[src/rtl/hazard_fwd_ctrl.sv]
// Pipeline hazard detector and EX-operand forwarding selector.
// Tracks destination tags EX..WB, detects load-use and mult/div hazards, and registers forward selects.
module hazard_fwd_ctrl #(
    parameter int AW       = 5,
    parameter int DEPTH    = 3,
    parameter int LOAD_LAT = 1,
    parameter int MD_LAT   = 4,
    localparam int SW      = (DEPTH > 1) ? $clog2(DEPTH) : 1
) (
    input  logic          clk,
    input  logic          rst_n,
    input  logic          id_valid,
    input  logic [AW-1:0] id_rs,
    input  logic [AW-1:0] id_rt,
    input  logic [AW-1:0] id_rd,
    input  logic          id_regwr,
    input  logic          id_load,
    input  logic          id_md_start,
    input  logic          id_md_read,
    input  logic          flush,
    output logic          stall,
    output logic [SW-1:0] fwd_a,
    output logic [SW-1:0] fwd_b
);

    typedef struct packed {
        logic          valid;
        logic [AW-1:0] rd;
        logic          regwr;
        logic          load;
    } tag_t;

    tag_t          stage_reg [1:DEPTH];
    tag_t          stage_next;
    logic [7:0]    md_cnt_reg, md_cnt_next;
    logic [SW-1:0] fwd_a_reg, fwd_a_next;
    logic [SW-1:0] fwd_b_reg, fwd_b_next;

    logic                src_a_live, src_b_live;
    logic [DEPTH-1:1]    match_a, match_b;
    logic [LOAD_LAT:1]   lu_hit;
    logic                load_use, md_hazard, accept;

    // Register 0 is hard-wired, so a zero source never depends on anything.
    assign src_a_live = id_valid && (id_rs != '0);
    assign src_b_live = id_valid && (id_rt != '0);

    // Only stages 1..DEPTH-1 can forward; the last stage has already written through.
    generate
        for (genvar gi = 1; gi <= DEPTH - 1; gi++) begin : g_match
            logic producer;
            assign producer    = stage_reg[gi].valid && stage_reg[gi].regwr && (stage_reg[gi].rd != '0);
            assign match_a[gi] = producer && src_a_live && (stage_reg[gi].rd == id_rs);
            assign match_b[gi] = producer && src_b_live && (stage_reg[gi].rd == id_rt);
            if (gi <= LOAD_LAT) begin : g_lu
                assign lu_hit[gi] = stage_reg[gi].load && (match_a[gi] || match_b[gi]);
            end
        end
    endgenerate

    assign load_use  = |lu_hit;
    assign md_hazard = id_valid && (md_cnt_reg != 8'd0) && (id_md_read || id_md_start);
    assign stall     = (load_use || md_hazard) && !flush;
    assign accept    = id_valid && !stall && !flush;

    always_comb begin
        stage_next       = '0;
        stage_next.valid = accept;
        stage_next.rd    = id_rd;
        stage_next.regwr = id_regwr;
        stage_next.load  = id_load;

        // Scan oldest to youngest so the youngest match wins.
        fwd_a_next = '0;
        fwd_b_next = '0;
        for (int j = DEPTH - 1; j >= 1; j--) begin
            if (match_a[j]) fwd_a_next = SW'(j);
            if (match_b[j]) fwd_b_next = SW'(j);
        end
        if (!accept) begin
            fwd_a_next = '0;
            fwd_b_next = '0;
        end

        md_cnt_next = md_cnt_reg;
        if (accept && id_md_start) begin
            md_cnt_next = 8'(MD_LAT);
        end else if (md_cnt_reg != 8'd0) begin
            md_cnt_next = md_cnt_reg - 8'd1;
        end
    end

    always_ff @(posedge clk or negedge rst_n) begin
        if (!rst_n) begin
            for (int k = 1; k <= DEPTH; k++) begin
                stage_reg[k] <= '0;
            end
            md_cnt_reg <= '0;
            fwd_a_reg  <= '0;
            fwd_b_reg  <= '0;
        end else begin
            stage_reg[1] <= stage_next;
            for (int k = 2; k <= DEPTH; k++) begin
                stage_reg[k] <= stage_reg[k-1];
            end
            md_cnt_reg <= md_cnt_next;
            fwd_a_reg  <= fwd_a_next;
            fwd_b_reg  <= fwd_b_next;
        end
    end

    assign fwd_a = fwd_a_reg;
    assign fwd_b = fwd_b_reg;

endmodule

[config.mk]
export PLATFORM = sky130hd
export DESIGN_NAME = hazard_fwd_ctrl
export DESIGN_NICKNAME = d
export VERILOG_FILES = /design/src/rtl/hazard_fwd_ctrl.sv
export SDC_FILE = /design/constraint.sdc
export NUM_CORES = 1
export LEC_CHECK = 0
export ABC_AREA = 1
export BUFFER_PORTS_ARGS = -buffer_cell sky130_fd_sc_hd__buf_2
export CAP_MARGIN = 5
export CORE_UTILIZATION = 53
export CTS_CLUSTER_SIZE = 12
export DETAILED_ROUTE_END_ITERATION = 10
export MAX_ROUTING_LAYER = met4
export PLACE_DENSITY = 0.79
export RECOVER_POWER = 50
export REMOVE_ABC_BUFFERS = 1
export SLEW_MARGIN = 0
export SYNTH_ARGS = -nofsm -noshare
export SYNTH_HDL_FRONTEND = slang
export SYNTH_SLANG_ARGS = --single-unit
export TNS_END_PERCENT = 100
[constraint.sdc]
create_clock -name clk -period 1.6 [get_ports clk]
set_input_delay 0.24 -clock clk [delete_from_list [all_inputs] [get_ports clk]]
set_output_delay 0.24 -clock clk [all_outputs]
set_load 0.01 [all_outputs]
==> tab_implementation.tex <==
\begin{tabular}{lr}
\hline
Metric & Value \\
\hline
\multicolumn{2}{l}{\textbf{Worst setup path}} \\
\quad Startpoint of the most critical register-to-register path & md\_cnt\_reg[4]\$\_DFFE\_PN0P\_ \\
\quad Depth of the most critical reg-to-reg path & 10 \\
\quad Critical path data required time & 1.36 ns \\
\quad Startpoint types & flop \\
\quad Type of the setup path with the least slack & reg -> out \\
\quad RR Endpoint & md\_cnt\_reg[7]\$\_DFFE\_PN0P\_ \\
\quad Maximum fanout count along the critical path & 4 \\
\quad Capture point of the critical path & stall \\
\quad CP startpoint & stage\_reg[20]\$\_DFF\_PN0\_ \\
\quad Crit. End Element & output port \\
\quad Reg-to-reg slack, setup & 0.02 ns \\
\quad Arrival time reported for the critical path endpoint & 1.64 ns \\
\multicolumn{2}{l}{\textbf{Placement}} \\
\quad Area of placed instances & 0.00151 mm2 \\
\quad Placed cell count & 205 \\
\quad Post-DP HPWL & 2020 um \\
\quad Place WS & 0.0402 ns \\
\quad Input/output buffers & 27 \\
\quad Routability-driven placement congestion ratio & 0.833 \\
\multicolumn{2}{l}{\textbf{Logic synthesis}} \\
\quad Proportion of register bits with asynchronous set or reset after synthesis & 1.00 \\
\quad Share of synthesized area occupied by flip-flops and latches & 0.506 \\
\quad Flop and latch count out of synthesis & 27 \\
\quad Top post-synthesis cells by count & sky130\_fd\_sc\_hd\_\_nand2\_1 (29), sky130\_fd\_sc\_hd\_\_dfrtp\_1 (27), sky130\_fd\_sc\_hd\_\_nor2\_1 (24), sky130\_fd\_sc\_hd\_\_inv\_1 (19), sky130\_fd\_sc\_hd\_\_xnor2\_1 (12) \\
\quad Unique cell type count in the Yosys netlist & 20 \\
\quad Post-synth top flop & sky130\_fd\_sc\_hd\_\_dfrtp\_1 \\
\quad Post-synthesis area per instance & 8.96 um2 \\
\quad Combined area of all synthesized cells & 0.00134 mm2 \\
\quad Cell type with the highest aggregate area in the netlist & sky130\_fd\_sc\_hd\_\_dfrtp\_1 \\
\quad Total number of yosys warnings & 0 \\
\quad Number of enable-type register cells in the synthesized netlist & 0 \\
\quad Share of the synthesized area in the top cell type & 0.506 \\
\quad Number of standard cells after synthesis & 149 \\
\quad Most numerous cell in the Yosys netlist & sky130\_fd\_sc\_hd\_\_nand2\_1 \\
\quad Area contributors post-synth & sky130\_fd\_sc\_hd\_\_dfrtp\_1 (51\%), sky130\_fd\_sc\_hd\_\_nand2\_1 (8.2\%), sky130\_fd\_sc\_hd\_\_xnor2\_1 (7.9\%) \\
\multicolumn{2}{l}{\textbf{Global routing}} \\
\quad Overall routing resource usage & 0.240 \\
\quad Vias in the first global route & 1,085 \\
\quad Overall overflow remaining after global route & 0 \\
\quad Antenna violations before repair & 0 \\
\quad First-pass GRT wire length & 4530 um \\
\quad Pin count of the biggest net entering global routing & 28 \\
\multicolumn{2}{l}{\textbf{Finish}} \\
\quad Diodes inserted & 0 \\
\quad End-of-flow core utilization & 0.745 \\
\quad Area grow syn2layout & 28.2\% \\
\quad Post-route cell area & 0.00171 mm2 \\
\quad Layout cells sized above 1 & 0.312 \\
\quad Flip-flop count of the largest register after layout & 15 \\
\quad Non-filler instance count after layout & 227 \\
\quad Layout Nets & 225 \\
\multicolumn{2}{l}{\textbf{STA}} \\
\quad Fin crit share & 1.18 \\
\quad Tightest hold margin & 0.239 ns \\
\quad Peak Freq & 532 MHz \\
\quad Transition time at the pin with the least slew margin & 0.597 ns \\
\quad Setup ws final & -0.281 ns \\
\quad RSZ-0062 raised after global routing & true \\
\quad Count of final max-slew check failures & 0 \\
\quad Minimum period implied by the final worst setup slack & 1.88 ns \\
\quad Total of endpoints with negative setup slack in the final report & 1 \\
\quad Count of endpoints failing hold in the final timing report & 0 \\
\quad Final worst clock skew & 0.00383 ns \\
\quad Slew Limit Headroom & 0.602 \\
\quad Setup\_tns & -0.281 ns \\
\multicolumn{2}{l}{\textbf{Floorplan}} \\
\quad Ports & 28 \\
\quad Site row count & 17 \\
\quad Vertical die dimension & 52.2 um \\
\quad Initial core utilization & 0.581 \\
\quad Die area & 0.00272 mm2 \\
\quad Horizontal extent of the die & 52.2 um \\
\quad Placeable core region & 0.00230 mm2 \\
\multicolumn{2}{l}{\textbf{Routing}} \\
\quad Detailed-router iteration count before antenna repair & 4 \\
\quad 1st-iter DRT viols & 26 \\
\quad Vias after detailed routing & 1,108 \\
\quad Average wire per standard cell & 12.5 um \\
\quad Final antenna-violating net count & 0 \\
\quad Wirelength, routed & 2840 um \\
\quad Number of remaining DRC errors & 0 \\
\quad Vias per Instance & 4.88 \\
\multicolumn{2}{l}{\textbf{Outcome}} \\
\quad Violations in the final reports & negative setup slack \\
\quad Status & finished with violations \\
\multicolumn{2}{l}{\textbf{Power}} \\
\quad Largest vdd supply drop & 917 uV \\
\quad PnR Total Power & 1.85 mW \\
\quad P\_leak & 0.875 nW \\
\quad Power per standard cell area & 1080 mW/mm2 \\
\multicolumn{2}{l}{\textbf{Job}} \\
\quad Max-Cap Viols & 0 \\
\multicolumn{2}{l}{\textbf{Clocking}} \\
\quad Insertion delay of the later-clocked pin in the worst-skew pair & 0.33 ns \\
\quad Clock slew seen by the registers of the worst setup and hold paths & 0.15 ns \\
\quad Master cell of the clock root buffer & sky130\_fd\_sc\_hd\_\_clkbuf\_4 \\
\quad Clock buffers created by TritonCTS & 3 \\
\quad TritonCTS clock tree & done \\
\quad Largest buffer count on any clock path & 2 \\
\quad Number of H-tree levels & 1 \\
\quad Clock sink total & 27 \\
\multicolumn{2}{l}{\textbf{Min path}} \\
\quad Hold WC Path Type & in -> reg \\
\hline
\end{tabular}
==> cell families after synthesis <==
kind of cell,count (synthesis),synth area share
simple gates,74,0.248
flops,27,0.506
xor+xnor,21,0.138
buf+inv,20,0.0562
compound gates,4,0.0253
fa+ha+maj,2,0.0187
mux,1,0.00750
==> routing by layer <==
layer / track usage / vias to the layer above / share of wire / routed length, um
met5: - / - / 0 / 0
met4: 0.127 / 0 / 0.030 / 85
met3: 0.0464 / 10 / 0.052 / 149
met2: 0.372 / 44 / 0.47 / 1350
met1: 0.298 / 500 / 0.44 / 1260
li1: - / 554 / - / -
==> what timing repair did <==
item / in CTS / in global routing
resized for setup: 2 / 10
hold endpoints to repair: 31 / 3
hold buffers: 5 / 3
buffers inserted: 5 / 5
pin swaps: 3 / 3
endpoints found under the setup margin: 1 / 5
==> layout make-up <==
cell class              instances  area, um2
clock buffers                   3       22.5
flip-flops and latches         27        679
fillers                       166        586
repair buffers                 46        298
inverters                      20       75.1
well taps                      28       35.0
clock inverters                 1       5.00
multi-input cells             102        597
==> how the worst min path moves through the flow <==
stage	start	cells after the start	to
after floorplan	rst_n	0	fwd_a[0]$_DFF_PN0_
after global placement	rst_n	1	stage_reg[11]$_DFF_PN0_
after detailed placement	rst_n	1	stage_reg[10]$_DFF_PN0_
after CTS	id_rd[2]	1	stage_reg[20]$_DFF_PN0_
after global routing	id_md_start	3	md_cnt_reg[2]$_DFFE_PN0P_
final	id_md_start	3	md_cnt_reg[2]$_DFFE_PN0P_
==> power breakdown <==
group,internal [mW],switching [mW]
Combinational,0.281,0.361
Sequential,0.807,0.0916
Clock,0.0940,0.214
Total,1.18,0.666
==> critical path: stages (launching register included) <==
cell and delay, ns:
sky130_fd_sc_hd__dfrtp_1 0.46, sky130_fd_sc_hd__nor2_1 0.13, sky130_fd_sc_hd__nand3_1 0.10, sky130_fd_sc_hd__nand2_2 0.09
sky130_fd_sc_hd__nor2_1 0.04, sky130_fd_sc_hd__nand2_1 0.09, sky130_fd_sc_hd__nand2_2 0.07, sky130_fd_sc_hd__a21boi_2 0.15
sky130_fd_sc_hd__nor2_1 0.05, sky130_fd_sc_hd__buf_2 0.13
==> layout by cell type, fill, tap and decap left out <==
cell type,n
sky130_fd_sc_hd__dfrtp_1,24
sky130_fd_sc_hd__ha_1,1
sky130_fd_sc_hd__nand3_4,1
sky130_fd_sc_hd__buf_2,27
sky130_fd_sc_hd__nor2_4,1
sky130_fd_sc_hd__nand2_2,4
sky130_fd_sc_hd__a21boi_2,1
sky130_fd_sc_hd__inv_2,5
sky130_fd_sc_hd__nor2_2,3
sky130_fd_sc_hd__dfrtp_2,3
sky130_fd_sc_hd__a21oi_1,2
sky130_fd_sc_hd__nor4_1,1
sky130_fd_sc_hd__inv_1,15
sky130_fd_sc_hd__clkbuf_4,3
sky130_fd_sc_hd__buf_4,11
sky130_fd_sc_hd__nor2_1,22
sky130_fd_sc_hd__nor3_1,4
sky130_fd_sc_hd__mux2i_1,1
sky130_fd_sc_hd__dlygate4sd3_1,8
sky130_fd_sc_hd__xor2_1,9
sky130_fd_sc_hd__ha_2,1
sky130_fd_sc_hd__o211ai_2,1
sky130_fd_sc_hd__nand4_1,3
sky130_fd_sc_hd__nand2_1,27
sky130_fd_sc_hd__nand3_1,8
sky130_fd_sc_hd__xnor2_1,12
sky130_fd_sc_hd__clkinv_2,1
Note: power is estimated with default switching activity, not from simulation.
